<file path="src/rtl/fpu_sched_if.sv">
// fpu_sched_if: bundles the two issue ports, the response channel and the FPU-side
// signals of the fpu_sched scheduler.
// master = requesters, response consumer and FPU; slave = the scheduler itself.
interface fpu_sched_if #(
    parameter int TAG_W = 4
);
    logic             req0_valid;
    logic             req0_ready;
    logic [3:0]       req0_op;
    logic [31:0]      req0_src0;
    logic [31:0]      req0_src1;
    logic [TAG_W-1:0] req0_tag;

    logic             req1_valid;
    logic             req1_ready;
    logic [3:0]       req1_op;
    logic [31:0]      req1_src0;
    logic [31:0]      req1_src1;
    logic [TAG_W-1:0] req1_tag;

    logic             rsp_valid;
    logic             rsp_ready;
    logic             rsp_id;
    logic [TAG_W-1:0] rsp_tag;
    logic [31:0]      rsp_result;
    logic             rsp_err;

    logic [3:0]       fpu_op;
    logic [31:0]      fpu_src0;
    logic [31:0]      fpu_src1;
    logic [31:0]      fpu_result;
    logic             fpu_fin;

    modport master (
        output req0_valid, req0_op, req0_src0, req0_src1, req0_tag,
        input  req0_ready,
        output req1_valid, req1_op, req1_src0, req1_src1, req1_tag,
        input  req1_ready,
        input  rsp_valid, rsp_id, rsp_tag, rsp_result, rsp_err,
        output rsp_ready,
        input  fpu_op, fpu_src0, fpu_src1,
        output fpu_result, fpu_fin
    );

    modport slave (
        input  req0_valid, req0_op, req0_src0, req0_src1, req0_tag,
        output req0_ready,
        input  req1_valid, req1_op, req1_src0, req1_src1, req1_tag,
        output req1_ready,
        output rsp_valid, rsp_id, rsp_tag, rsp_result, rsp_err,
        input  rsp_ready,
        output fpu_op, fpu_src0, fpu_src1,
        input  fpu_result, fpu_fin
    );
endinterface

</file>
<file path="src/rtl/fpu_sched.sv">
// fpu_sched: two-requester round-robin scheduler in front of a shared multi-cycle FPU.
// One op is in flight at a time; its opcode and operands are held on the FPU inputs
// until fin, then the result is returned with requester id and tag on a valid/ready
// response channel.
// Optional feature macro: FPU_WATCHDOG_EN -- aborts an op whose fin has not arrived
// within TIMEOUT BUSY cycles, answering with result 0xFFFFFFFF and rsp_err=1.
module fpu_sched #(
    parameter int TAG_W   = 4,
    parameter int TIMEOUT = 16
) (
    input  logic       clk,
    input  logic       rstn,
    fpu_sched_if.slave bus
);
    // Parking opcode: the FPU answers it with fin=1/result 0 and keeps its counter at 0.
    localparam logic [3:0] OP_IDLE = 4'b1111;

    typedef enum logic [1:0] {
        IDLE,
        BUSY,
        RESP
    } state_t;

    if (TIMEOUT <= 11) begin : g_timeout_check
        $error("fpu_sched: TIMEOUT must exceed 11");
    end

    state_t           state;
    logic             rr;
    logic             grant_any;
    logic             grant_id;
    logic             accept;
    logic [3:0]       sel_op;
    logic [31:0]      sel_src0;
    logic [31:0]      sel_src1;
    logic [TAG_W-1:0] sel_tag;

    logic [3:0]       op_q;
    logic [31:0]      src0_q;
    logic [31:0]      src1_q;
    logic [TAG_W-1:0] tag_q;
    logic             id_q;

    logic             rsp_valid_q;
    logic             rsp_id_q;
    logic [TAG_W-1:0] rsp_tag_q;
    logic [31:0]      rsp_result_q;

`ifdef FPU_WATCHDOG_EN
    localparam int WD_W = $clog2(TIMEOUT + 1);
    localparam logic [WD_W-1:0] WD_LAST = WD_W'(TIMEOUT - 1);

    logic [WD_W-1:0]  wd_cnt;
    logic             rsp_err_q;
`endif

    // Grant the lone valid requester, or the rr-selected one when both are valid.
    always_comb begin
        grant_any = bus.req0_valid | bus.req1_valid;
        grant_id  = (bus.req0_valid && bus.req1_valid) ? rr : bus.req1_valid;
        accept    = (state == IDLE) && grant_any;
        sel_op    = grant_id ? bus.req1_op   : bus.req0_op;
        sel_src0  = grant_id ? bus.req1_src0 : bus.req0_src0;
        sel_src1  = grant_id ? bus.req1_src1 : bus.req0_src1;
        sel_tag   = grant_id ? bus.req1_tag  : bus.req0_tag;
    end

    assign bus.req0_ready = accept && !grant_id;
    assign bus.req1_ready = accept &&  grant_id;

    // Scheduler FSM: accept in IDLE, wait for fin in BUSY, present the result in RESP.
    always_ff @(posedge clk or negedge rstn) begin
        if (!rstn) begin
            state        <= IDLE;
            rr           <= 1'b0;
            op_q         <= OP_IDLE;
            src0_q       <= '0;
            src1_q       <= '0;
            tag_q        <= '0;
            id_q         <= 1'b0;
            rsp_valid_q  <= 1'b0;
            rsp_id_q     <= 1'b0;
            rsp_tag_q    <= '0;
            rsp_result_q <= '0;
`ifdef FPU_WATCHDOG_EN
            wd_cnt       <= '0;
            rsp_err_q    <= 1'b0;
`endif
        end else begin
            case (state)
                IDLE: begin
                    if (accept) begin
                        op_q   <= sel_op;
                        src0_q <= sel_src0;
                        src1_q <= sel_src1;
                        tag_q  <= sel_tag;
                        id_q   <= grant_id;
                        rr     <= ~grant_id;
                        state  <= BUSY;
`ifdef FPU_WATCHDOG_EN
                        wd_cnt <= '0;
`endif
                    end
                end
                BUSY: begin
                    if (bus.fpu_fin) begin
                        rsp_result_q <= bus.fpu_result;
                        rsp_id_q     <= id_q;
                        rsp_tag_q    <= tag_q;
                        rsp_valid_q  <= 1'b1;
                        op_q         <= OP_IDLE;
                        state        <= RESP;
`ifdef FPU_WATCHDOG_EN
                        rsp_err_q    <= 1'b0;
                    end else if (wd_cnt == WD_LAST) begin
                        rsp_result_q <= 32'hFFFF_FFFF;
                        rsp_id_q     <= id_q;
                        rsp_tag_q    <= tag_q;
                        rsp_err_q    <= 1'b1;
                        rsp_valid_q  <= 1'b1;
                        op_q         <= OP_IDLE;
                        wd_cnt       <= wd_cnt + 1'b1;
                        state        <= RESP;
                    end else begin
                        wd_cnt       <= wd_cnt + 1'b1;
`endif
                    end
                end
                RESP: begin
                    if (bus.rsp_ready) begin
                        rsp_valid_q <= 1'b0;
                        state       <= IDLE;
                    end
                end
                default: begin
                    state <= IDLE;
                end
            endcase
        end
    end

    assign bus.fpu_op     = op_q;
    assign bus.fpu_src0   = src0_q;
    assign bus.fpu_src1   = src1_q;
    assign bus.rsp_valid  = rsp_valid_q;
    assign bus.rsp_id     = rsp_id_q;
    assign bus.rsp_tag    = rsp_tag_q;
    assign bus.rsp_result = rsp_result_q;
`ifdef FPU_WATCHDOG_EN
    assign bus.rsp_err    = rsp_err_q;
`else
    assign bus.rsp_err    = 1'b0;
`endif
endmodule
</file>
<file path="src/flat_wrapper.sv">
// flat-port wrapper written by rule: the top's interface ports become plain ports
module fpu_sched_flat 
#(
    parameter int TAG_W   = 4,
    parameter int TIMEOUT = 16
)
  (clk, rstn, bus_req0_valid, bus_req0_op, bus_req0_src0, bus_req0_src1, bus_req0_tag, bus_req0_ready, bus_req1_valid, bus_req1_op, bus_req1_src0, bus_req1_src1, bus_req1_tag, bus_req1_ready, bus_rsp_valid, bus_rsp_id, bus_rsp_tag, bus_rsp_result, bus_rsp_err, bus_rsp_ready, bus_fpu_op, bus_fpu_src0, bus_fpu_src1, bus_fpu_result, bus_fpu_fin);
  fpu_sched_if #(.TAG_W(TAG_W)) bus_i ();
  input  logic clk;
  input  logic rstn;
  input wire logic [$bits(bus_i.req0_valid)-1:0] bus_req0_valid;
  input wire logic [$bits(bus_i.req0_op)-1:0] bus_req0_op;
  input wire logic [$bits(bus_i.req0_src0)-1:0] bus_req0_src0;
  input wire logic [$bits(bus_i.req0_src1)-1:0] bus_req0_src1;
  input wire logic [$bits(bus_i.req0_tag)-1:0] bus_req0_tag;
  output wire logic [$bits(bus_i.req0_ready)-1:0] bus_req0_ready;
  input wire logic [$bits(bus_i.req1_valid)-1:0] bus_req1_valid;
  input wire logic [$bits(bus_i.req1_op)-1:0] bus_req1_op;
  input wire logic [$bits(bus_i.req1_src0)-1:0] bus_req1_src0;
  input wire logic [$bits(bus_i.req1_src1)-1:0] bus_req1_src1;
  input wire logic [$bits(bus_i.req1_tag)-1:0] bus_req1_tag;
  output wire logic [$bits(bus_i.req1_ready)-1:0] bus_req1_ready;
  output wire logic [$bits(bus_i.rsp_valid)-1:0] bus_rsp_valid;
  output wire logic [$bits(bus_i.rsp_id)-1:0] bus_rsp_id;
  output wire logic [$bits(bus_i.rsp_tag)-1:0] bus_rsp_tag;
  output wire logic [$bits(bus_i.rsp_result)-1:0] bus_rsp_result;
  output wire logic [$bits(bus_i.rsp_err)-1:0] bus_rsp_err;
  input wire logic [$bits(bus_i.rsp_ready)-1:0] bus_rsp_ready;
  output wire logic [$bits(bus_i.fpu_op)-1:0] bus_fpu_op;
  output wire logic [$bits(bus_i.fpu_src0)-1:0] bus_fpu_src0;
  output wire logic [$bits(bus_i.fpu_src1)-1:0] bus_fpu_src1;
  input wire logic [$bits(bus_i.fpu_result)-1:0] bus_fpu_result;
  input wire logic [$bits(bus_i.fpu_fin)-1:0] bus_fpu_fin;
  assign bus_i.req0_valid = bus_req0_valid;
  assign bus_i.req0_op = bus_req0_op;
  assign bus_i.req0_src0 = bus_req0_src0;
  assign bus_i.req0_src1 = bus_req0_src1;
  assign bus_i.req0_tag = bus_req0_tag;
  assign bus_req0_ready = bus_i.req0_ready;
  assign bus_i.req1_valid = bus_req1_valid;
  assign bus_i.req1_op = bus_req1_op;
  assign bus_i.req1_src0 = bus_req1_src0;
  assign bus_i.req1_src1 = bus_req1_src1;
  assign bus_i.req1_tag = bus_req1_tag;
  assign bus_req1_ready = bus_i.req1_ready;
  assign bus_rsp_valid = bus_i.rsp_valid;
  assign bus_rsp_id = bus_i.rsp_id;
  assign bus_rsp_tag = bus_i.rsp_tag;
  assign bus_rsp_result = bus_i.rsp_result;
  assign bus_rsp_err = bus_i.rsp_err;
  assign bus_i.rsp_ready = bus_rsp_ready;
  assign bus_fpu_op = bus_i.fpu_op;
  assign bus_fpu_src0 = bus_i.fpu_src0;
  assign bus_fpu_src1 = bus_i.fpu_src1;
  assign bus_i.fpu_result = bus_fpu_result;
  assign bus_i.fpu_fin = bus_fpu_fin;
  fpu_sched #(.TAG_W(TAG_W), .TIMEOUT(TIMEOUT)) u_core (.clk(clk), .rstn(rstn), .bus(bus_i));
endmodule
</file>
<file path="config.mk">
export PLATFORM = sky130hd
export DESIGN_NAME = fpu_sched_flat
export DESIGN_NICKNAME = d
export VERILOG_FILES = /design/src/rtl/fpu_sched_if.sv /design/src/rtl/fpu_sched.sv /design/src/flat_wrapper.sv
export SDC_FILE = /design/constraint.sdc
export NUM_CORES = 1
export LEC_CHECK = 0
export ABC_AREA = 1
export CORE_MARGIN = 2
export CORE_UTILIZATION = 30
export DETAILED_ROUTE_END_ITERATION = 12
export GPL_TIMING_DRIVEN = 1
export MAX_ROUTING_LAYER = met4
export PLACE_DENSITY = 0.66
export SYNTH_ARGS = -nofsm -noshare
export SYNTH_HDL_FRONTEND = slang
export SYNTH_SLANG_ARGS = --single-unit
</file>
<file path="constraint.sdc">
create_clock -name clk -period 2.1 [get_ports clk]
set_clock_uncertainty 0.15 [all_clocks]
set_input_delay 0.42 -clock clk [delete_from_list [all_inputs] [get_ports clk]]
set_output_delay 0.42 -clock clk [all_outputs]
set_load 0.01 [all_outputs]
</file>
==> results.json <==
{
  "status": "finished, final reports clean",
  "grt_pass1_wl_um": 26960,
  "worst_pin_slew_ns": 0.8738,
  "tns_ns": 0,
  "final_cell_mix": "clkdlybuf4s50_1 (284), nand2_1 (254), nand3_1 (145), dfrtp_1 (109), clkbuf_16 (17)",
  "syn_area_um2": 4932,
  "path_buf_inv": 1,
  "cp_cell_sequence": "clkdlybuf4s50_1",
  "firstDrtPassIters": 6,
  "cp.required_ns": 1.53,
  "cts_buffers": 17,
  "clk_latency_ns": 0.42,
  "clk_path_buf_depth": 2,
  "synth.area.top_cells": "dfrtp_1 (56%), nand2_1 (19%), nand3_1 (15%), buf_2 (2.9%), dfstp_2 (2.1%)",
  "drtAntennaViolNets": 0,
  "final_common_cell": "clkdlybuf4s50_1",
  "ys_ff_latch": 114,
  "post-route-period-util_pct": 97.42,
  "power_uw": 12860,
  "slowest_delay_ns": 0.54,
  "startpoint_type": "flop",
  "grt-ovfl-total": 0,
  "io_pins": 291,
  "synth_warnings": 0,
  "hold_viol": 0,
  "setup_violations": 0,
  "dp.cells": 1079,
  "gp_congestion": 0.8002,
  "die_area_um2": 17480,
  "drc_errors": 0,
  "synthesis.instances": 589,
  "viasPerCell": 4.585,
  "crit_arrival_ns": 1.48,
  "drive_gt1_share_pct": 7.701,
  "fin_nets": 1065,
  "synth_top_area_cell": "dfrtp_1",
  "clkTransAtPathRegs_ns": 0.05,
  "fp.dieW_um": 132.2,
  "powerDensity_nw_per_um2": 1459,
  "io_buffers": 289,
  "cts_tree": "done",
  "cts_sinks": 114,
  "synth_top_area_share_pct": 55.81,
  "max-slew-margin-rel_pct": 41.75,
  "synth_seq_area_share_pct": 57.94,
  "cap_violations": 0,
  "fmax_ghz": 0.4888,
  "avgSynthCellArea_um2": 8.374,
  "drv_slew": 0,
  "hold_path_class": "flop to flop",
  "root_buffer": "clkbuf_16",
  "leakage_uw": 0.004034,
  "core_area_um2": 16000,
  "die_h_um": 132.2,
  "fillers": 1511,
  "cp_top_family": "buffers and inverters",
  "grt_pass1_vias": 5093,
  "synth_fp_nets": 771,
  "yosysUniqueCellTypes": 19,
  "rsz0062_at_grt": "false",
  "initial_utilization_pct": 30.83,
  "worstSetupEndpointType": "primary output",
  "first_iter_violations": 283,
  "crit_path_max_fanout": 2,
  "wl_per_cell_um": 15.56,
  "finalNonFillerCells": 1112,
  "cts.htree.levels": 4,
  "rows": 46,
  "min_period_ns": 2.046,
  "routed_wl_um": 17300,
  "antenna_found_initial": 0,
  "cp_slowest_cell": "clkdlybuf4s50_1",
  "grt_max_degree": 75,
  "vias": 5099,
  "fin_hold_ws_ns": 0.3144,
  "ir_drop_mv": 0.6264,
  "area_growth_pct": 78.77,
  "place_hpwl_um": 12190,
  "crit_type": "flop to primary output",
  "global_route.usage.total_pct": 20.40,
  "n_antenna_cell": 0
}
worst paths after layout:
check,startpoint,endpoint,slack [ns],cells after the start
max,u_core.bus.fpu_op[1]$_DFFE_PN1P_,bus_fpu_op[1],0.05,1
max in group asynchronous,rstn,u_core.bus.fpu_src0[30]$_DFFE_PN0P_,0.83,3
max reg2reg,u_core.state[1]$_DFFE_PN0P_,u_core.bus.fpu_op[3]$_DFFE_PN1P_,0.28,6
min,u_core.tag_q[1]$_DFFE_PN0P_,u_core.bus.rsp_tag[1]$_DFFE_PN0P_,0.31,2
min in group asynchronous,rstn,u_core.bus.rsp_result[15]$_DFFE_PN0P_,0.38,2
min reg2reg,u_core.tag_q[1]$_DFFE_PN0P_,u_core.bus.rsp_tag[1]$_DFFE_PN0P_,0.31,2
sequential cells by signal, summed over array words and instances, names as in the netlist:
register / count
u_core.bus.fpu_src0: 32
u_core.bus.fpu_op: 4
u_core.bus.fpu_src1: 32
u_core.bus.rsp_valid: 1
u_core.state: 2
u_core.id_q: 1
u_core.rr: 1
u_core.tag_q: 4
u_core.bus.rsp_id: 1
u_core.bus.rsp_result: 32
u_core.bus.rsp_tag: 4
power by group:
part	leakage, µW	internal, µW	switching, µW
Sequential	0.00139	3310	584
Combinational	0.00233	2920	2830
Clock	0.000317	2200	1010
worst reg2reg max path: cells and delay by family, from the launching register on:
kind	cells	cell delay [ns]
buffers and inverters	1	0.60
DFF	1	0.42
and+or+nand+nor	5	0.57
cell type report:
cell class	count	area (µm²)	share of cell area, %
Tap cell	216	270.3	3.065
Clock buffer	23	478.0	5.421
Clock inverter	9	176.4	2.001
Multi-Input combinational cell	423	1826	20.70
Timing Repair Buffer	312	3152	35.75
Sequential cell	114	2859	32.43
Inverter	15	56.30	0.6386
per-stage QoR:
stage               setup slack (ns)  util (%)  area (µm²)
floorplan                     0.5755         -        4932
global placement             -0.2765     50.91        8147
detailed placement           -0.2985     50.91        8147
CTS                          0.01707     55.07        8811
global route                 0.01093     55.11        8817
finish                       0.05414     55.11        8817
cells by family after synthesis:
kind of cell	count (synthesis)	share of synthesized area, %
buffers and inverters	52	5.226
and+or+nand+nor	416	36.05
AOI/OAI and AO/OA	6	0.7102
other	1	0.07603
DFF	114	57.94
metal layers:
layer / vias up / global-route usage (%) / routed length [µm]
met4: 0 / 8.065 / 382
met2: 197 / 32.96 / 8352
met1: 2395 / 24.77 / 7503
met3: 27 / 4.767 / 1065
met5: - / - / 0
li1: 2480 / - / -
Yosys cell counts:
cell,instances
nand2_1,255
nand3_1,145
dfrtp_1,110
buf_2,29
inv_1,12
nor2_1,11
dfstp_2,4
buf_4,3
clkbuf_1,3
inv_2,3
a21oi_1,2
buf_6,2
nand2_2,2
o21ai_0,2
o31ai_1,2
conb_1,1
nand3_2,1
nor2_4,1
nor2_8,1
what timing repair did:
action	in CTS	in global routing
hold buffers	1	0
pin swaps	0	0
resized for setup	7	3
endpoints found under the setup margin	4	2
setup buffers	0	0
hold endpoints to repair	30	0
Power figures use the tool's default switching activity.
